**config.mk**
```make
export PLATFORM = sky130hd
export DESIGN_NAME = rcvr_arbiter_flat
export DESIGN_NICKNAME = d
export VERILOG_FILES = /design/src/rtl/rcvr_pkg.sv /design/src/rtl/rcvr_arbiter_if.sv /design/src/rtl/rcvr_fifo.sv /design/src/rtl/rcvr_arbiter.sv /design/src/flat_wrapper.sv
export SDC_FILE = /design/constraint.sdc
export NUM_CORES = 1
export LEC_CHECK = 0
export BUFFER_PORTS_ARGS = -buffer_cell sky130_fd_sc_hd__buf_2
export CORE_UTILIZATION = 40
export CTS_BUF_LIST = sky130_fd_sc_hd__clkbuf_4 sky130_fd_sc_hd__clkbuf_8 sky130_fd_sc_hd__clkbuf_16
export DETAILED_ROUTE_END_ITERATION = 7
export GPL_ROUTABILITY_DRIVEN = 1
export MAX_ROUTING_LAYER = met4
export PLACE_DENSITY_LB_ADDON = 0.05
export SLEW_MARGIN = 20
export SYNTH_ARGS = -nofsm -noshare
export SYNTH_HDL_FRONTEND = slang
export SYNTH_SLANG_ARGS = --single-unit
```
**constraint.sdc**
```tcl
create_clock -name clock -period 3.2 [get_ports clock]
set_input_delay 0.96 -clock clock [delete_from_list [all_inputs] [get_ports clock]]
set_output_delay 0.96 -clock clock [all_outputs]
set_load 0.05 [all_outputs]
```
**src/rtl/rcvr_pkg.sv**
```systemverilog
// rtl/rcvr_pkg.sv - shared constants and FSM state type for the receiver arbiter
package rcvr_pkg;
    localparam int FRAME_W = 8;
    localparam logic [FRAME_W-1:0] MATCH = 8'hA5;

    typedef enum logic {
        SCAN = 1'b0,
        READ = 1'b1
    } state_t;
endpackage

```
**src/rtl/rcvr_arbiter_if.sv**
```systemverilog
// rtl/rcvr_arbiter_if.sv - receiver-bank, consumer and error signals of the arbiter
interface rcvr_arbiter_if #(
    parameter int N = 4
) ();
    import rcvr_pkg::*;

    localparam int CW = $clog2(N);

    logic [N-1:0]         ch_ready;
    logic [N-1:0]         ch_overrun;
    logic [FRAME_W*N-1:0] ch_data;
    logic [N-1:0]         ch_reading;
    logic                 out_valid;
    logic                 out_ready;
    logic [FRAME_W-1:0]   out_data;
    logic [CW-1:0]        out_chan;
    logic [N-1:0]         err;
    logic [N-1:0]         err_clear;
    logic                 fifo_full;

    modport master (
        input  ch_ready, ch_overrun, ch_data, out_ready, err_clear,
        output ch_reading, out_valid, out_data, out_chan, err, fifo_full
    );

    modport slave (
        output ch_ready, ch_overrun, ch_data, out_ready, err_clear,
        input  ch_reading, out_valid, out_data, out_chan, err, fifo_full
    );
endinterface

```
**src/rtl/rcvr_fifo.sv**
```systemverilog
// rtl/rcvr_fifo.sv - synchronous FIFO holding {channel, byte} entries for the consumer
module rcvr_fifo #(
    parameter int W     = 10,
    parameter int DEPTH = 4
) (
    input  logic         clock,
    input  logic         reset_n,
    input  logic         i_push,
    input  logic [W-1:0] i_data,
    input  logic         i_pop,
    output logic [W-1:0] o_data,
    output logic         o_full,
    output logic         o_empty
);
    localparam int AW = $clog2(DEPTH);

    logic [W-1:0]  r_mem [DEPTH];
    logic [AW-1:0] r_wr_ptr;
    logic [AW-1:0] r_rd_ptr;
    logic [AW:0]   r_count;
    logic          w_push;
    logic          w_pop;

    assign w_push  = i_push && !o_full;
    assign w_pop   = i_pop && !o_empty;
    assign o_full  = (r_count == (AW+1)'(DEPTH));
    assign o_empty = (r_count == '0);
    // Head comes straight from storage registers, so o_data never depends on i_pop.
    assign o_data  = r_mem[r_rd_ptr];

    always_ff @(posedge clock) begin
        if (reset_n && w_push) begin
            r_mem[r_wr_ptr] <= i_data;
        end
    end

    always_ff @(posedge clock) begin
        if (!reset_n) begin
            r_wr_ptr <= '0;
            r_rd_ptr <= '0;
            r_count  <= '0;
        end else begin
            if (w_push) begin
                r_wr_ptr <= r_wr_ptr + 1'b1;
            end
            if (w_pop) begin
                r_rd_ptr <= r_rd_ptr + 1'b1;
            end
            case ({w_push, w_pop})
                2'b10:   r_count <= r_count + 1'b1;
                2'b01:   r_count <= r_count - 1'b1;
                default: r_count <= r_count;
            endcase
        end
    end
endmodule

```
**src/rtl/rcvr_arbiter.sv**
```systemverilog
// rtl/rcvr_arbiter.sv - round-robin read controller for a bank of serial frame receivers
module rcvr_arbiter
    import rcvr_pkg::*;
#(
    parameter int N     = 4,
    parameter int DEPTH = 4
) (
    input  logic           clock,
    input  logic           reset_n,
    rcvr_arbiter_if.master bus
);
    localparam int CW = $clog2(N);

    state_t              r_state;
    state_t              w_state_nxt;
    logic [CW-1:0]       r_grant;
    logic [CW-1:0]       w_grant_nxt;
    logic [CW-1:0]       r_ptr;
    logic [CW-1:0]       w_ptr_nxt;
    logic [N-1:0]        r_reading;
    logic [N-1:0]        w_reading_nxt;
    logic [N-1:0]        r_err;
    logic [N-1:0]        w_req;
    logic [CW:0]         w_pick;
    logic                w_push;
    logic                w_fifo_full;
    logic                w_fifo_empty;
    logic [FRAME_W+CW-1:0] w_push_data;
    logic [FRAME_W+CW-1:0] w_head;

    // Returns {found, index} of the first requester at or after ptr, wrapping.
    function automatic logic [CW:0] rr_pick(input logic [N-1:0] req, input logic [CW-1:0] ptr);
        logic [CW:0] res;
        int          idx;
        res = '0;
        for (int k = N - 1; k >= 0; k--) begin
            idx = (int'(ptr) + k) % N;
            if (req[idx]) begin
                res = {1'b1, CW'(idx)};
            end
        end
        return res;
    endfunction

    assign w_req       = bus.ch_ready & {N{~w_fifo_full}};
    assign w_pick      = rr_pick(w_req, r_ptr);
    assign w_push_data = {r_grant, bus.ch_data[r_grant*FRAME_W +: FRAME_W]};

    always_comb begin
        w_state_nxt   = r_state;
        w_grant_nxt   = r_grant;
        w_ptr_nxt     = r_ptr;
        w_reading_nxt = '0;
        w_push        = 1'b0;
        case (r_state)
            SCAN: begin
                if (w_pick[CW]) begin
                    w_grant_nxt   = w_pick[CW-1:0];
                    w_reading_nxt = {{(N-1){1'b0}}, 1'b1} << w_pick[CW-1:0];
                    w_state_nxt   = READ;
                end
            end
            READ: begin
                w_push      = 1'b1;
                w_ptr_nxt   = (r_grant == CW'(N - 1)) ? '0 : r_grant + 1'b1;
                w_state_nxt = SCAN;
            end
            default: w_state_nxt = SCAN;
        endcase
    end

    always_ff @(posedge clock) begin
        if (!reset_n) begin
            r_state   <= SCAN;
            r_grant   <= '0;
            r_ptr     <= '0;
            r_reading <= '0;
            r_err     <= '0;
        end else begin
            r_state   <= w_state_nxt;
            r_grant   <= w_grant_nxt;
            r_ptr     <= w_ptr_nxt;
            r_reading <= w_reading_nxt;
            // A fresh overrun outranks a clear in the same cycle.
            r_err     <= (r_err & ~bus.err_clear) | bus.ch_overrun;
        end
    end

    rcvr_fifo #(
        .W     (FRAME_W + CW),
        .DEPTH (DEPTH)
    ) u_fifo (
        .clock   (clock),
        .reset_n (reset_n),
        .i_push  (w_push),
        .i_data  (w_push_data),
        .i_pop   (bus.out_ready),
        .o_data  (w_head),
        .o_full  (w_fifo_full),
        .o_empty (w_fifo_empty)
    );

    assign bus.ch_reading = r_reading;
    assign bus.out_valid  = ~w_fifo_empty;
    assign bus.out_data   = w_head[FRAME_W-1:0];
    assign bus.out_chan   = w_head[FRAME_W+CW-1:FRAME_W];
    assign bus.err        = r_err;
    assign bus.fifo_full  = w_fifo_full;
endmodule

```
**src/flat_wrapper.sv**
```systemverilog
// flat-port wrapper written by rule: the top's interface ports become plain ports
module rcvr_arbiter_flat import rcvr_pkg::*;
#(
    parameter int N     = 4,
    parameter int DEPTH = 4
)
  (clock, reset_n, bus_ch_ready, bus_ch_overrun, bus_ch_data, bus_out_ready, bus_err_clear, bus_ch_reading, bus_out_valid, bus_out_data, bus_out_chan, bus_err, bus_fifo_full);
  rcvr_arbiter_if #(.N(N)) bus_i ();
  input  logic clock;
  input  logic reset_n;
  input wire logic [$bits(bus_i.ch_ready)-1:0] bus_ch_ready;
  input wire logic [$bits(bus_i.ch_overrun)-1:0] bus_ch_overrun;
  input wire logic [$bits(bus_i.ch_data)-1:0] bus_ch_data;
  input wire logic [$bits(bus_i.out_ready)-1:0] bus_out_ready;
  input wire logic [$bits(bus_i.err_clear)-1:0] bus_err_clear;
  output wire logic [$bits(bus_i.ch_reading)-1:0] bus_ch_reading;
  output wire logic [$bits(bus_i.out_valid)-1:0] bus_out_valid;
  output wire logic [$bits(bus_i.out_data)-1:0] bus_out_data;
  output wire logic [$bits(bus_i.out_chan)-1:0] bus_out_chan;
  output wire logic [$bits(bus_i.err)-1:0] bus_err;
  output wire logic [$bits(bus_i.fifo_full)-1:0] bus_fifo_full;
  assign bus_i.ch_ready = bus_ch_ready;
  assign bus_i.ch_overrun = bus_ch_overrun;
  assign bus_i.ch_data = bus_ch_data;
  assign bus_i.out_ready = bus_out_ready;
  assign bus_i.err_clear = bus_err_clear;
  assign bus_ch_reading = bus_i.ch_reading;
  assign bus_out_valid = bus_i.out_valid;
  assign bus_out_data = bus_i.out_data;
  assign bus_out_chan = bus_i.out_chan;
  assign bus_err = bus_i.err;
  assign bus_fifo_full = bus_i.fifo_full;
  rcvr_arbiter #(.N(N), .DEPTH(DEPTH)) u_core (.clock(clock), .reset_n(reset_n), .bus(bus_i));
endmodule
```
==> metrics.log, run 1 <==
[metrics] Die Width: 83.3 µm
[metrics] number of antenna violations at the first check in global routing: 0
[metrics] Post-CTS Setup Repair Bufs: 0
[metrics] Remaining Overflow, GRT: 0
[metrics] Yosys warning total: 0
[metrics] largest net degree at the start of global routing: 22
[metrics] cell count after synthesis: about 170
[metrics] count of pins on the block boundary: 67
[metrics] pwr dens: ~770 nW/µm²
[metrics] average instance area after synthesis: approximately 16 µm²
[metrics] leading post-synthesis cells by cell area: sky130_fd_sc_hd__edfxtp_1 45%, sky130_fd_sc_hd__dfxtp_1 17%, sky130_fd_sc_hd__mux4_2 15%, sky130_fd_sc_hd__ha_1 2.8%, sky130_fd_sc_hd__nor2b_1 1.7%
[metrics] post-detailed-route via-to-cell ratio: around 5
[metrics] Data arrival, critical path: 1.63 ns
[metrics] largest clock skew in the final design: about 0.0052 ns
[metrics] slew at the pin closest to its max-slew limit: 0.786 ns
[metrics] number of max-cap violations: 0
[metrics] cell row count: 29
[metrics] clock tree from TritonCTS: built
[metrics] post-CTS clock slew at the launch and capture registers of the worst setup and hold paths: 0.06 ns
[metrics] CORE AREA: about 6300 µm²
[metrics] setup_tns: 0 ns
[metrics] kind of capture point of the worst setup path: output port
[metrics] number of pins with negative max-slew slack in the final report: 0
[metrics] Main synth FF type: sky130_fd_sc_hd__edfxtp_1
[metrics] clock buffer depth: 2
[metrics] share of post-route cells with drive strength above 1: between 40% and 50%
[metrics] vertical die dimension: about 83 µm
[metrics] HPWL after detailed placement: roughly 3400 µm
[metrics] floorplan die area: 6930 µm²
[metrics] Max FO, Critical Path: 10
[metrics] pre-CTS worst setup slack: 0.451 ns
[metrics] Post-route DRC: 0
[metrics] cell leakage power: ~1.3 nW
[metrics] async set-or-reset flop fraction in the synthesized netlist: 0%
[metrics] via count of the first global-routing pass: 1693
[metrics] Worst Slack Setup Final: 0.609 ns
[metrics] cell type with the highest aggregate area in the netlist: sky130_fd_sc_hd__edfxtp_1
[metrics] Synth Area in XOR/XNOR: roughly 1.7%
[metrics] endpoint of the lowest-slack register-to-register path: u_core.u_fifo.r_count[2]$_SDFFE_PN0P_
[metrics] category of the most critical setup path: reg -> out
[metrics] critical path data required time: 2.24 ns
[metrics] number of nets produced by synthesis: 220
[metrics] ordered cell list for the critical path: buf_4 > mux4_2 > buf_2
[metrics] Post-Syn Area: about 2600 µm²
[metrics] multiplexer share of the synthesized area: around 16%
[metrics] area fraction of the dominant cell type after synthesis: 45.5%
[metrics] final hold vios: 0
[metrics] end point of the worst hold path: u_core.u_fifo.r_wr_ptr[1]$_SDFFE_PN0P_
[metrics] simple-gate portion of the synthesized area: about 9.1%
[metrics] run status: complete, no violations
[metrics] worst min-delay path class: reg -> reg
[metrics] dominant combinational cell family by area after synthesis: multiplexers
[metrics] antenna cells: 0
[metrics] depth of the most critical reg-to-reg path: 9
[metrics] worst IR drop on VDD: between 0.0004 and 0.0005 V
[metrics] # hold bufs at CTS: 0
[metrics] via count: ~1.6k
[metrics] H-Tree Level Count: 3
[metrics] wire length of the first global-routing pass: 8220 µm
[metrics] DR WL/cell: 15.5 µm
[metrics] flop-to-flop setup slack: around 0.66 ns
[metrics] count of TritonRoute iterations in the first routing pass: 3
[metrics] launch instance of the worst register-to-register path: u_core.u_fifo.r_count[2]$_SDFFE_PN0P_
[metrics] number of different library cells in the post-synthesis netlist: 39
[metrics] initial cell density of the core: between 40 and 50%
[metrics] final critical-path share of the clock period: approximately four fifths
[metrics] highest attainable clock frequency: roughly 390 MHz
[metrics] overall global routing resource usage: 16.3%
[metrics] clock latency reported for the late side of the worst-skew pair: 0.32 ns
[metrics] Slowest Stage Delay on Critical Path: between 0.5 and 0.6 ns
[metrics] launch instance of the worst min-delay path: u_core.u_fifo.r_wr_ptr[1]$_SDFFE_PN0P_
[metrics] number of synthesized register bits: 62
[metrics] Port-buffer cells: 66
[metrics] RSZ-0062 raised after global routing: no
[metrics] nets: just under 300
[metrics] post-route antenna net violation count: 0
[metrics] worst hold stages: 2
[metrics] routability congestion estimate from global placement: around 0.72
[metrics] layout overhead on the synthesized area: 22.0%
[metrics] standard cell with the maximum stage delay on the critical path: sky130_fd_sc_hd__mux4_2
[metrics] Design Power: 2.47 mW
[metrics] number of instances resized during post-cts repair: 0
[metrics] compound-cell area share of the yosys netlist: 4.26%
[metrics] most numerous cell types in the synthesized netlist: 40 x sky130_fd_sc_hd__edfxtp_1, 22 x sky130_fd_sc_hd__dfxtp_1, 18 x sky130_fd_sc_hd__mux4_2, 7 x sky130_fd_sc_hd__nor2b_1
[metrics] kind of start point of the critical path: register
[metrics] detailed router's first-iteration violation count: between 50 and 60
[metrics] CTS sink cnt: just over 60
[metrics] TritonCTS buffer count: 9
[metrics] number of enable flip-flop cells after synthesis: 40
[metrics] part of the Yosys area used for sequential elements: just over 60%
[metrics] root buffer selected by CTS: sky130_fd_sc_hd__clkbuf_8
[metrics] Finish-stage setup viols: 0
[metrics] Post-Synth Adder-Cell Area: between 3 and 4%
[metrics] total detailed-routing wirelength: around 5000 µm
[metrics] most numerous cell in the Yosys netlist: sky130_fd_sc_hd__edfxtp_1
[metrics] headroom to the max-slew limit: 47.5%
[metrics] time the worst path needs with I/O delays and setup: about 2.6 ns
-- per-layer routing --
metal	global-route usage (%)	vias to the layer above	wire (µm)
met5	-	-	0
met4	8.46	0	102
met3	4.08	11	177
met2	26.4	36	2590
met1	18.7	768	2070
li1	-	766	-
-- metrics by stage --
stage,cells,hold WS (ns),util [%],area (µm²)
5_1_grt,319,0.555,50.7,3220
2_1_floorplan,166,0.480,-,2640
3_5_place_dp,303,0.517,47.9,3040
4_1_cts,319,0.526,50.7,3220
6_report,319,0.526,50.7,3220
3_3_place_gp,303,0.496,47.9,3040
-- layout make-up --
class | count | area [µm²]
inverter | 9 | 35.0
sequential | 62 | 1640
clock buffer | 14 | 174
timing repair buffer | 67 | 338
fill | 558 | 3130
clock inverter | 2 | 8.76
tap | 77 | 96.3
multi-input combinational | 88 | 928
-- worst max-delay path: cells and delay by family (launching register included) --
family,cells,cell delay [ns]
mux,1,0.54
buf+inv,2,0.46
flops,1,0.31
-- registers in the layout, indices dropped and copies added (netlist names), named ones only --
signal	flops
u_core.bus.err	4
u_core.bus.ch_reading	4
u_core.u_fifo.r_rd_ptr	2
u_core.u_fifo.r_count	3
u_core.u_fifo.r_wr_ptr	2
u_core.r_ptr	2
u_core.u_fifo.r_mem	40
u_core.r_state	1
u_core.r_grant	2
-- power by group --
part | total (mW) | switching [mW] | internal, mW
Clock | 0.613 | 0.267 | 0.346
Sequential | 1.04 | 0.0780 | 0.965
Combinational | 0.809 | 0.495 | 0.314
Total | 2.47 | 0.840 | 1.63
-- how the worst max path moves through the flow --
stage / from / end / slack [ns]
global placement: bus_out_ready / u_core.u_fifo.r_count[2]$_SDFFE_PN0P_ / 0.57
detailed placement: bus_out_ready / u_core.u_fifo.r_count[2]$_SDFFE_PN0P_ / 0.45
finish: register / bus_out_data[2] / 0.61
CTS: register / bus_out_data[6] / 0.55
floorplan: bus_out_ready / u_core.u_fifo.r_count[2]$_SDFFE_PN0P_ / 0.69
global route: u_core.u_fifo.r_count[2]$_SDFFE_PN0P_ / u_core.u_fifo.r_count[2]$_SDFFE_PN0P_ / 0.48
-- cells by family after synthesis --
family          after synthesis
fa+ha+maj                     7
mux                          21
compound gates               16
buf+inv                      16
flops                        62
simple gates                 39
xor+xnor                      5
-- cell usage in the layout (no fill, tap or decap), types with 2 or more instances in the layout --
master	n
sky130_fd_sc_hd__buf_2	66
sky130_fd_sc_hd__edfxtp_1	40
sky130_fd_sc_hd__dfxtp_1	22
sky130_fd_sc_hd__mux4_2	18
sky130_fd_sc_hd__clkbuf_8	11
sky130_fd_sc_hd__nor2b_1	7
sky130_fd_sc_hd__inv_1	6
sky130_fd_sc_hd__and2_1	6
sky130_fd_sc_hd__nand2_1	6
sky130_fd_sc_hd__ha_1	6
sky130_fd_sc_hd__o21a_1	5
sky130_fd_sc_hd__and3_2	4
sky130_fd_sc_hd__xnor2_1	3
sky130_fd_sc_hd__a21oi_1	3
sky130_fd_sc_hd__nor2_1	3
sky130_fd_sc_hd__mux2i_1	3
sky130_fd_sc_hd__clkbuf_4	3
sky130_fd_sc_hd__inv_2	2
sky130_fd_sc_hd__or3_2	2
sky130_fd_sc_hd__clkinv_2	2
sky130_fd_sc_hd__xor2_1	2
sky130_fd_sc_hd__o21ai_0	2
sky130_fd_sc_hd__o22ai_1	2
sky130_fd_sc_hd__nor3_1	2
(Power assumes the default switching activity.)
==> run 2: changes to the inputs <==
==> constraint.sdc (replaced) <==
create_clock -name clock -period 2.17 [get_ports clock]
set_input_delay 0.651 -clock clock [delete_from_list [all_inputs] [get_ports clock]]
set_output_delay 0.651 -clock clock [all_outputs]
set_load 0.05 [all_outputs]
==> run 2 against run 1 <==
  * The run now ends with setup timing left
  * Largest power group unchanged
  * Worst setup slack lost 0.63 ns
  * Critical path type unchanged
  * Hold slack got worse by 0.0026 ns
  * First-iteration DRC count grew 34%
  * Largest cell class unchanged
==> metrics.log, run 2 (synthesis results as in run 1) <==
[metrics] run status: finished with violations
[metrics] violated checks: setup timing
[metrics] Die Width: approximately 83 µm
[metrics] Design Power: between 3 and 4 mW
[metrics] count of pins on the block boundary: 67
[metrics] number of antenna violations at the first check in global routing: 0
[metrics] headroom to the max-slew limit: a little under three fifths
[metrics] DR WL/cell: about 15 µm
[metrics] Worst Slack Setup Final: -0.0179 ns
[metrics] most common cell after layout, fill and taps aside: sky130_fd_sc_hd__buf_2
[metrics] time the worst path needs with I/O delays and setup: around 2.2 ns
[metrics] clock latency reported for the late side of the worst-skew pair: 0.33 ns
[metrics] count of TritonRoute iterations in the first routing pass: 4
[metrics] cell row count: 29
[metrics] number of pins with negative max-slew slack in the final report: 0
[metrics] post-CTS clock slew at the launch and capture registers of the worst setup and hold paths: 0.06 ns
[metrics] H-Tree Level Count: 3
[metrics] ordered cell list for the critical path: buf_16 > mux4_2 > buf_8
[metrics] overall global routing resource usage: 16.8%
[metrics] via count of the first global-routing pass: between 1.5k and 2k
[metrics] detailed router's first-iteration violation count: 79
[metrics] number of max-cap violations: 0
[metrics] wire length of the first global-routing pass: roughly 8400 µm
[metrics] most flop-heavy register: u_core.u_fifo.r_mem
[metrics] worst min-delay path class: reg -> reg
[metrics] kind of start point of the critical path: register
[metrics] largest net degree at the start of global routing: 18
[metrics] standard cell with the maximum stage delay on the critical path: sky130_fd_sc_hd__mux4_2
[metrics] Max FO, Critical Path: 5
[metrics] clock tree from TritonCTS: built
[metrics] final critical-path share of the clock period: 101%
[metrics] via count: between 1.5k and 2k
[metrics] # hold bufs at CTS: 0
[metrics] post-route antenna net violation count: 0
[metrics] CORE AREA: between 6000 and 7000 µm²
[metrics] pre-CTS worst setup slack: -0.0188 ns
[metrics] vertical die dimension: roughly 83 µm
[metrics] Post-route DRC: 0
[metrics] layout overhead on the synthesized area: 29.5%
[metrics] final hold vios: 0
[metrics] antenna cells: 0
[metrics] RSZ-0062 raised after global routing: yes
[metrics] TritonCTS buffer count: 9
[metrics] kind of capture point of the worst setup path: output port
[metrics] Remaining Overflow, GRT: 0
[metrics] Slowest Stage Delay on Critical Path: 0.52 ns
[metrics] cell leakage power: approximately 1.3 nW
[metrics] floorplan die area: 6930 µm²
[metrics] commonest cells after routing, fill and taps aside: 55 x sky130_fd_sc_hd__buf_2, 40 x sky130_fd_sc_hd__edfxtp_1, 18 x sky130_fd_sc_hd__mux4_2, 18 x sky130_fd_sc_hd__dfxtp_1, 11 x sky130_fd_sc_hd__clkbuf_8
[metrics] pwr dens: 1160 nW/µm²
[metrics] Data arrival, critical path: 1.54 ns
[metrics] Largest register FFs: 40
[metrics] largest clock skew in the final design: a little over 0.008 ns
[metrics] worst IR drop on VDD: between 0.0005 and 0.0006 V
[metrics] initial cell density of the core: about two fifths
[metrics] area taken by multi-input logic gates: about 950 µm²
[metrics] routability congestion estimate from global placement: roughly 0.7
[metrics] sequential cell area: roughly 1700 µm²
[metrics] highest attainable clock frequency: 457 MHz
[metrics] category of the most critical setup path: reg -> out
[metrics] Finish-stage setup viols: 6
[metrics] slew at the pin closest to its max-slew limit: 0.664 ns
[metrics] critical path data required time: 1.52 ns
[metrics] post-detailed-route via-to-cell ratio: 5.08
[metrics] share of post-route cells with drive strength above 1: between 50% and 60%
[metrics] HPWL after detailed placement: 3490 µm
[metrics] total detailed-routing wirelength: 5040 µm
[metrics] Port-buffer cells: 66
[metrics] nets: between 200 and 300
[metrics] CTS sink cnt: 62
[metrics] Filler Cell Count: around 520
[metrics] clock buffer depth: 2
[metrics] root buffer selected by CTS: sky130_fd_sc_hd__clkbuf_8
==> run 2: critical path, delay by kind of cell (launching register included) <==
kind / cells / cell delay, ns
buffers and inverters: 2 / 0.30
multiplexers: 1 / 0.52
flip-flops: 1 / 0.39
==> run 2: area by class of cell <==
| cell class | instances | area share, % |
|---|---|---|
| Clock buffer | 15 | 5.31 |
| Clock inverter | 1 | 0.146 |
| Inverter | 9 | 1.13 |
| Multi-Input combinational cell | 88 | 27.7 |
| Sequential cell | 62 | 48.3 |
| Tap cell | 77 | 2.82 |
| Timing Repair Buffer | 75 | 14.6 |
==> run 2: through the flow <==
stage / setup TNS, ns / util, % / hold WS [ns] / instance area (µm²) / cells
floorplan: 0 / - / 0.470 / 2670 / 166
global placement: 0 / 48.8 / 0.477 / 3100 / 306
detailed placement: -0.0188 / 48.8 / 0.515 / 3100 / 306
CTS: -0.316 / 53.5 / 0.509 / 3400 / 325
global route: -0.653 / 53.9 / 0.507 / 3420 / 327
finish: -0.0710 / 53.9 / 0.523 / 3420 / 327
==> run 2: path summary, 6_finish.rpt <==
check | depth (start not counted) | slack [ns] | end | from
setup / recovery | 3 | -0.02 | bus_out_data[3] | register
hold / removal | 2 | 0.52 | u_core.u_fifo.r_wr_ptr[1]$_SDFFE_PN0P_ | u_core.u_fifo.r_wr_ptr[1]$_SDFFE_PN0P_
setup reg to reg | 9 | 0.01 | u_core.u_fifo.r_count[2]$_SDFFE_PN0P_ | u_core.u_fifo.r_count[0]$_SDFFE_PN0P_
hold reg to reg | 2 | 0.52 | u_core.u_fifo.r_wr_ptr[1]$_SDFFE_PN0P_ | u_core.u_fifo.r_wr_ptr[1]$_SDFFE_PN0P_
==> run 2: per-layer routing <==
metal | vias up | global-route usage, % | wire length [µm]
met4 | 0 | 7.21 | 100
met5 | - | - | 0
met2 | 57 | 27.9 | 2670
li1 | 788 | - | -
met1 | 807 | 18.6 | 2000
met3 | 10 | 5.37 | 265
==> run 2: repair_timing <==
item	4_1_cts	5_1_grt
gates resized for setup	24	3
cloned	1	0
buffers inserted	2	2
endpoints found under the setup margin	11	12
==> run 2: power breakdown <==
group / internal [mW] / total (mW) / switching (mW) / leakage, nW
Combinational: 0.701 / 1.52 / 0.822 / 0.687
Clock: 0.527 / 0.920 / 0.393 / 0.101
Sequential: 1.44 / 1.53 / 0.0963 / 0.547
==> run 3: changes to the inputs <==
--- a/config.mk
+++ b/config.mk
@@ -5,6 +5,7 @@
 export SDC_FILE = /design/constraint.sdc
 export NUM_CORES = 1
 export LEC_CHECK = 0
+export ABC_AREA = 1
 export BUFFER_PORTS_ARGS = -buffer_cell sky130_fd_sc_hd__buf_2
 export CORE_UTILIZATION = 40
 export CTS_BUF_LIST = sky130_fd_sc_hd__clkbuf_4 sky130_fd_sc_hd__clkbuf_8 sky130_fd_sc_hd__clkbuf_16
@@ -15,4 +16,5 @@
 export SLEW_MARGIN = 20
 export SYNTH_ARGS = -nofsm -noshare
 export SYNTH_HDL_FRONTEND = slang
+export SYNTH_HIERARCHICAL = 1
 export SYNTH_SLANG_ARGS = --single-unit
==> run 3 against run 2 <==
  * The run now ends clean
  * Clock skew shrank 0.00054 ns
  * Synthesized cell count grew 88%
  * Critical endpoint is now bus_out_chan[0]
  * Total power grew 15%
  * Sequential share of layout area shrank 2.6 points
  * Hold slack lost 0.033 ns
==> metrics.log, run 3 <==
[metrics] number of nets produced by synthesis: around 370
[metrics] launch instance of the worst min-delay path: u_core/bus.err[3]$_SDFF_PN0_
[metrics] most numerous cell in the Yosys netlist: sky130_fd_sc_hd__nor2_1
[metrics] number of different library cells in the post-synthesis netlist: 28
[metrics] number of antenna violations at the first check in global routing: 0
[metrics] setup_tns: 0 ns
[metrics] largest net degree at the start of global routing: 23
[metrics] Yosys warning total: 6
[metrics] area taken by multi-input logic gates: just over 1000 µm²
[metrics] Filler Cell Count: just under 700
[metrics] net switching power: between 1.5 and 2 mW
[metrics] CORE AREA: ~6900 µm²
[metrics] launch instance of the worst register-to-register path: u_core/u_fifo/r_count[1]$_SDFFE_PN0P_
[metrics] via count of the first global-routing pass: between 2k and 2.5k
[metrics] final hold vios: 0
[metrics] cell leakage power: around 1.6 nW
[metrics] Post-CTS Setup Repair Bufs: 0
[metrics] count of placed standard cells including taps: 474
[metrics] kind of capture point of the worst setup path: output port
[metrics] critical path data required time: 1.52 ns
[metrics] cell type with the highest aggregate area in the netlist: sky130_fd_sc_hd__edfxtp_1
[metrics] H-Tree Level Count: 3
[metrics] cell row count: 30
[metrics] leading post-synthesis cells by cell area: sky130_fd_sc_hd__edfxtp_1 42%, sky130_fd_sc_hd__dfxtp_1 15%, sky130_fd_sc_hd__nor2_1 7.2%, sky130_fd_sc_hd__o21ai_0 7.0%, sky130_fd_sc_hd__inv_1 4.7%
[metrics] Die Width: 86.9 µm
[metrics] multiplexer share of the synthesized area: 0%
[metrics] dominant combinational cell family by area after synthesis: simple AND/OR/NAND/NOR gates
[metrics] pwr dens: 1270 nW/µm²
[metrics] post-CTS clock slew at the launch and capture registers of the worst setup and hold paths: ~0.070 ns
[metrics] final critical-path share of the clock period: between 90% and 100%
[metrics] post-detailed-route via-to-cell ratio: 4.60
[metrics] most common cell after layout, fill and taps aside: sky130_fd_sc_hd__buf_2
[metrics] cell count after synthesis: around 310
[metrics] # hold bufs at CTS: 0
[metrics] Post-Syn Area: around 2900 µm²
[metrics] run status: complete, no violations
[metrics] layout overhead on the synthesized area: 24.8%
[metrics] floorplan die area: around 7500 µm²
[metrics] average instance area after synthesis: 9.23 µm²
[metrics] final std cells w/o fill: 490
[metrics] Synth Area in XOR/XNOR: less than 1%
[metrics] Finish-stage setup viols: 0
[metrics] clock buffer depth: 2
[metrics] Data arrival, critical path: between 1 and 1.5 ns
[metrics] part of the Yosys area used for sequential elements: approximately 57%
[metrics] most numerous cell types in the synthesized netlist: 55 x sky130_fd_sc_hd__nor2_1, 40 x sky130_fd_sc_hd__edfxtp_1, 40 x sky130_fd_sc_hd__o21ai_0, 36 x sky130_fd_sc_hd__inv_1, 36 x sky130_fd_sc_hd__nand2_1
[metrics] area fraction of the dominant cell type after synthesis: 41.7%
[metrics] DR WL/cell: around 12 µm
[metrics] Port-buffer cells: between 60 and 70
[metrics] CTS sink cnt: 62
[metrics] clock tree from TritonCTS: built
[metrics] vertical die dimension: just under 90 µm
[metrics] share of post-route cells with drive strength above 1: between 20% and 30%
[metrics] category of the most critical setup path: reg -> out
[metrics] TritonCTS buffer count: 9
[metrics] Post-route DRC: 0
[metrics] worst hold margin: between 0.4 and 0.5 ns
[metrics] Max FO, Critical Path: 7
[metrics] time the worst path needs with I/O delays and setup: about 2.1 ns
[metrics] wire length of the first global-routing pass: a little under 10000 µm
[metrics] slew at the pin closest to its max-slew limit: around 0.54 ns
[metrics] RSZ-0062 raised after global routing: no
[metrics] post-route antenna net violation count: 0
[metrics] compound-cell area share of the yosys netlist: a little over an eighth
[metrics] Largest register FFs: 40
[metrics] sequential cell area: around 1600 µm²
[metrics] detailed router's first-iteration violation count: 96
[metrics] clock latency reported for the late side of the worst-skew pair: roughly 0.34 ns
[metrics] number of max-cap violations: 0
[metrics] sequential power share: between 30% and 40%
[metrics] Design Power: ~4.6 mW
[metrics] switching share of total power: approximately two fifths
[metrics] Main synth FF type: sky130_fd_sc_hd__edfxtp_1
[metrics] number of enable flip-flop cells after synthesis: 40
[metrics] worst IR drop on VDD: about 0.00042 V
[metrics] count of pins on the block boundary: 67
[metrics] Logic pwr share: between 30% and 40%
[metrics] number of pins with negative max-slew slack in the final report: 0
[metrics] count of TritonRoute iterations in the first routing pass: 4
[metrics] Worst Slack Setup Final: about 0.076 ns
[metrics] HPWL after detailed placement: approximately 4300 µm
[metrics] via count: 2255
[metrics] cell-internal power: 2.69 mW
[metrics] antenna cells: 0
[metrics] Remaining Overflow, GRT: 0
[metrics] part of the power in the clock network: roughly 25%
[metrics] most flop-heavy register: u_core/u_fifo/r_mem
[metrics] initial cell density of the core: around two fifths
[metrics] headroom to the max-slew limit: 63.8%
[metrics] highest attainable clock frequency: ~480 MHz
[metrics] Post-Synth Adder-Cell Area: about 3.3%
[metrics] total detailed-routing wirelength: 5920 µm
[metrics] overall global routing resource usage: ~18%
[metrics] largest clock skew in the final design: between 0.007 and 0.008 ns
[metrics] routability congestion estimate from global placement: approximately 0.75
[metrics] nets: ~440
[metrics] simple-gate portion of the synthesized area: between 10% and 20%
[metrics] async set-or-reset flop fraction in the synthesized netlist: 0%
[metrics] pre-CTS worst setup slack: between 0.2 and 0.25 ns
[metrics] commonest cells after routing, fill and taps aside: 60 x sky130_fd_sc_hd__buf_2, 55 x sky130_fd_sc_hd__nor2_1, 40 x sky130_fd_sc_hd__o21ai_0, 40 x sky130_fd_sc_hd__edfxtp_1, 36 x sky130_fd_sc_hd__nand2_1
[metrics] worst min-delay path class: reg -> reg
[metrics] root buffer selected by CTS: sky130_fd_sc_hd__clkbuf_8
[metrics] number of synthesized register bits: 62
[metrics] kind of start point of the critical path: register
-- run 3: worst max-delay path, stage by stage, from the launching register on --
cell and delay (ns):
sky130_fd_sc_hd__dfxtp_1 0.43, sky130_fd_sc_hd__buf_4 0.17, sky130_fd_sc_hd__o21ai_0 0.08, sky130_fd_sc_hd__o22ai_1 0.14, sky130_fd_sc_hd__buf_2 0.28
-- run 3: power groups by stage --
stage | clock [mW] | sequential [mW] | combinational [mW]
2_1_floorplan | 0 | 1.68 | 1.32
3_3_place_gp | 0 | 1.65 | 1.77
3_5_place_dp | 0 | 1.65 | 1.79
4_1_cts | 1.14 | 1.63 | 1.80
5_1_grt | 1.20 | 1.65 | 2.02
6_report | 1.12 | 1.63 | 1.81
-- run 3: routing by layer --
metal / vias to the layer above / routed length (µm) / GRT usage [%]
li1: 1198 / - / -
met1: 989 / 2950 / 22.6
met2: 57 / 2640 / 26.7
met3: 11 / 205 / 3.79
met4: 0 / 123 / 8.03
met5: - / 0 / -
-- run 3: final timing paths --
| kind | end | slack, ns | depth (start not counted) |
|---|---|---|---|
| worst max-delay path | bus_out_chan[0] | 0.08 | 4 |
| worst min-delay path | u_core/bus.err[3]$_SDFF_PN0_ | 0.49 | 2 |
| worst max register to register | u_core/u_fifo/r_count[2]$_SDFFE_PN0P_ | 0.39 | 12 |
| worst min register to register | u_core/bus.err[3]$_SDFF_PN0_ | 0.49 | 2 |
-- run 3: logic make-up after synthesis --
group                      count (synthesis)
AOI/OAI and AO/OA                         72
adders and majority gates                  7
DFF                                       62
buffers and inverters                     50
xor gates and xnor gates                   2
and+or+nand+nor                          119
-- run 3: repair_timing --
| item | in CTS | in global routing |
|---|---|---|
| endpoints found under the hold margin | 0 | 0 |
| endpoints found under the setup margin | 5 | 6 |
| resized for setup | 1 | 9 |
-- run 3: cell type report --
class / instances / share of cell area, %
Clock inverter: 7 / 2.72
Sequential cell: 62 / 45.7
Multi-Input combinational cell: 200 / 28.9
Inverter: 40 / 4.25
Tap cell: 96 / 3.34
Clock buffer: 9 / 3.45
Timing Repair Buffer: 76 / 11.7
-- run 3: per-stage QoR --
stage	instance area (µm²)	utilization (%)
2_1_floorplan	2880	-
3_3_place_gp	3360	48.9
3_5_place_dp	3360	48.9
4_1_cts	3580	52.1
5_1_grt	3590	52.3
6_report	3590	52.3
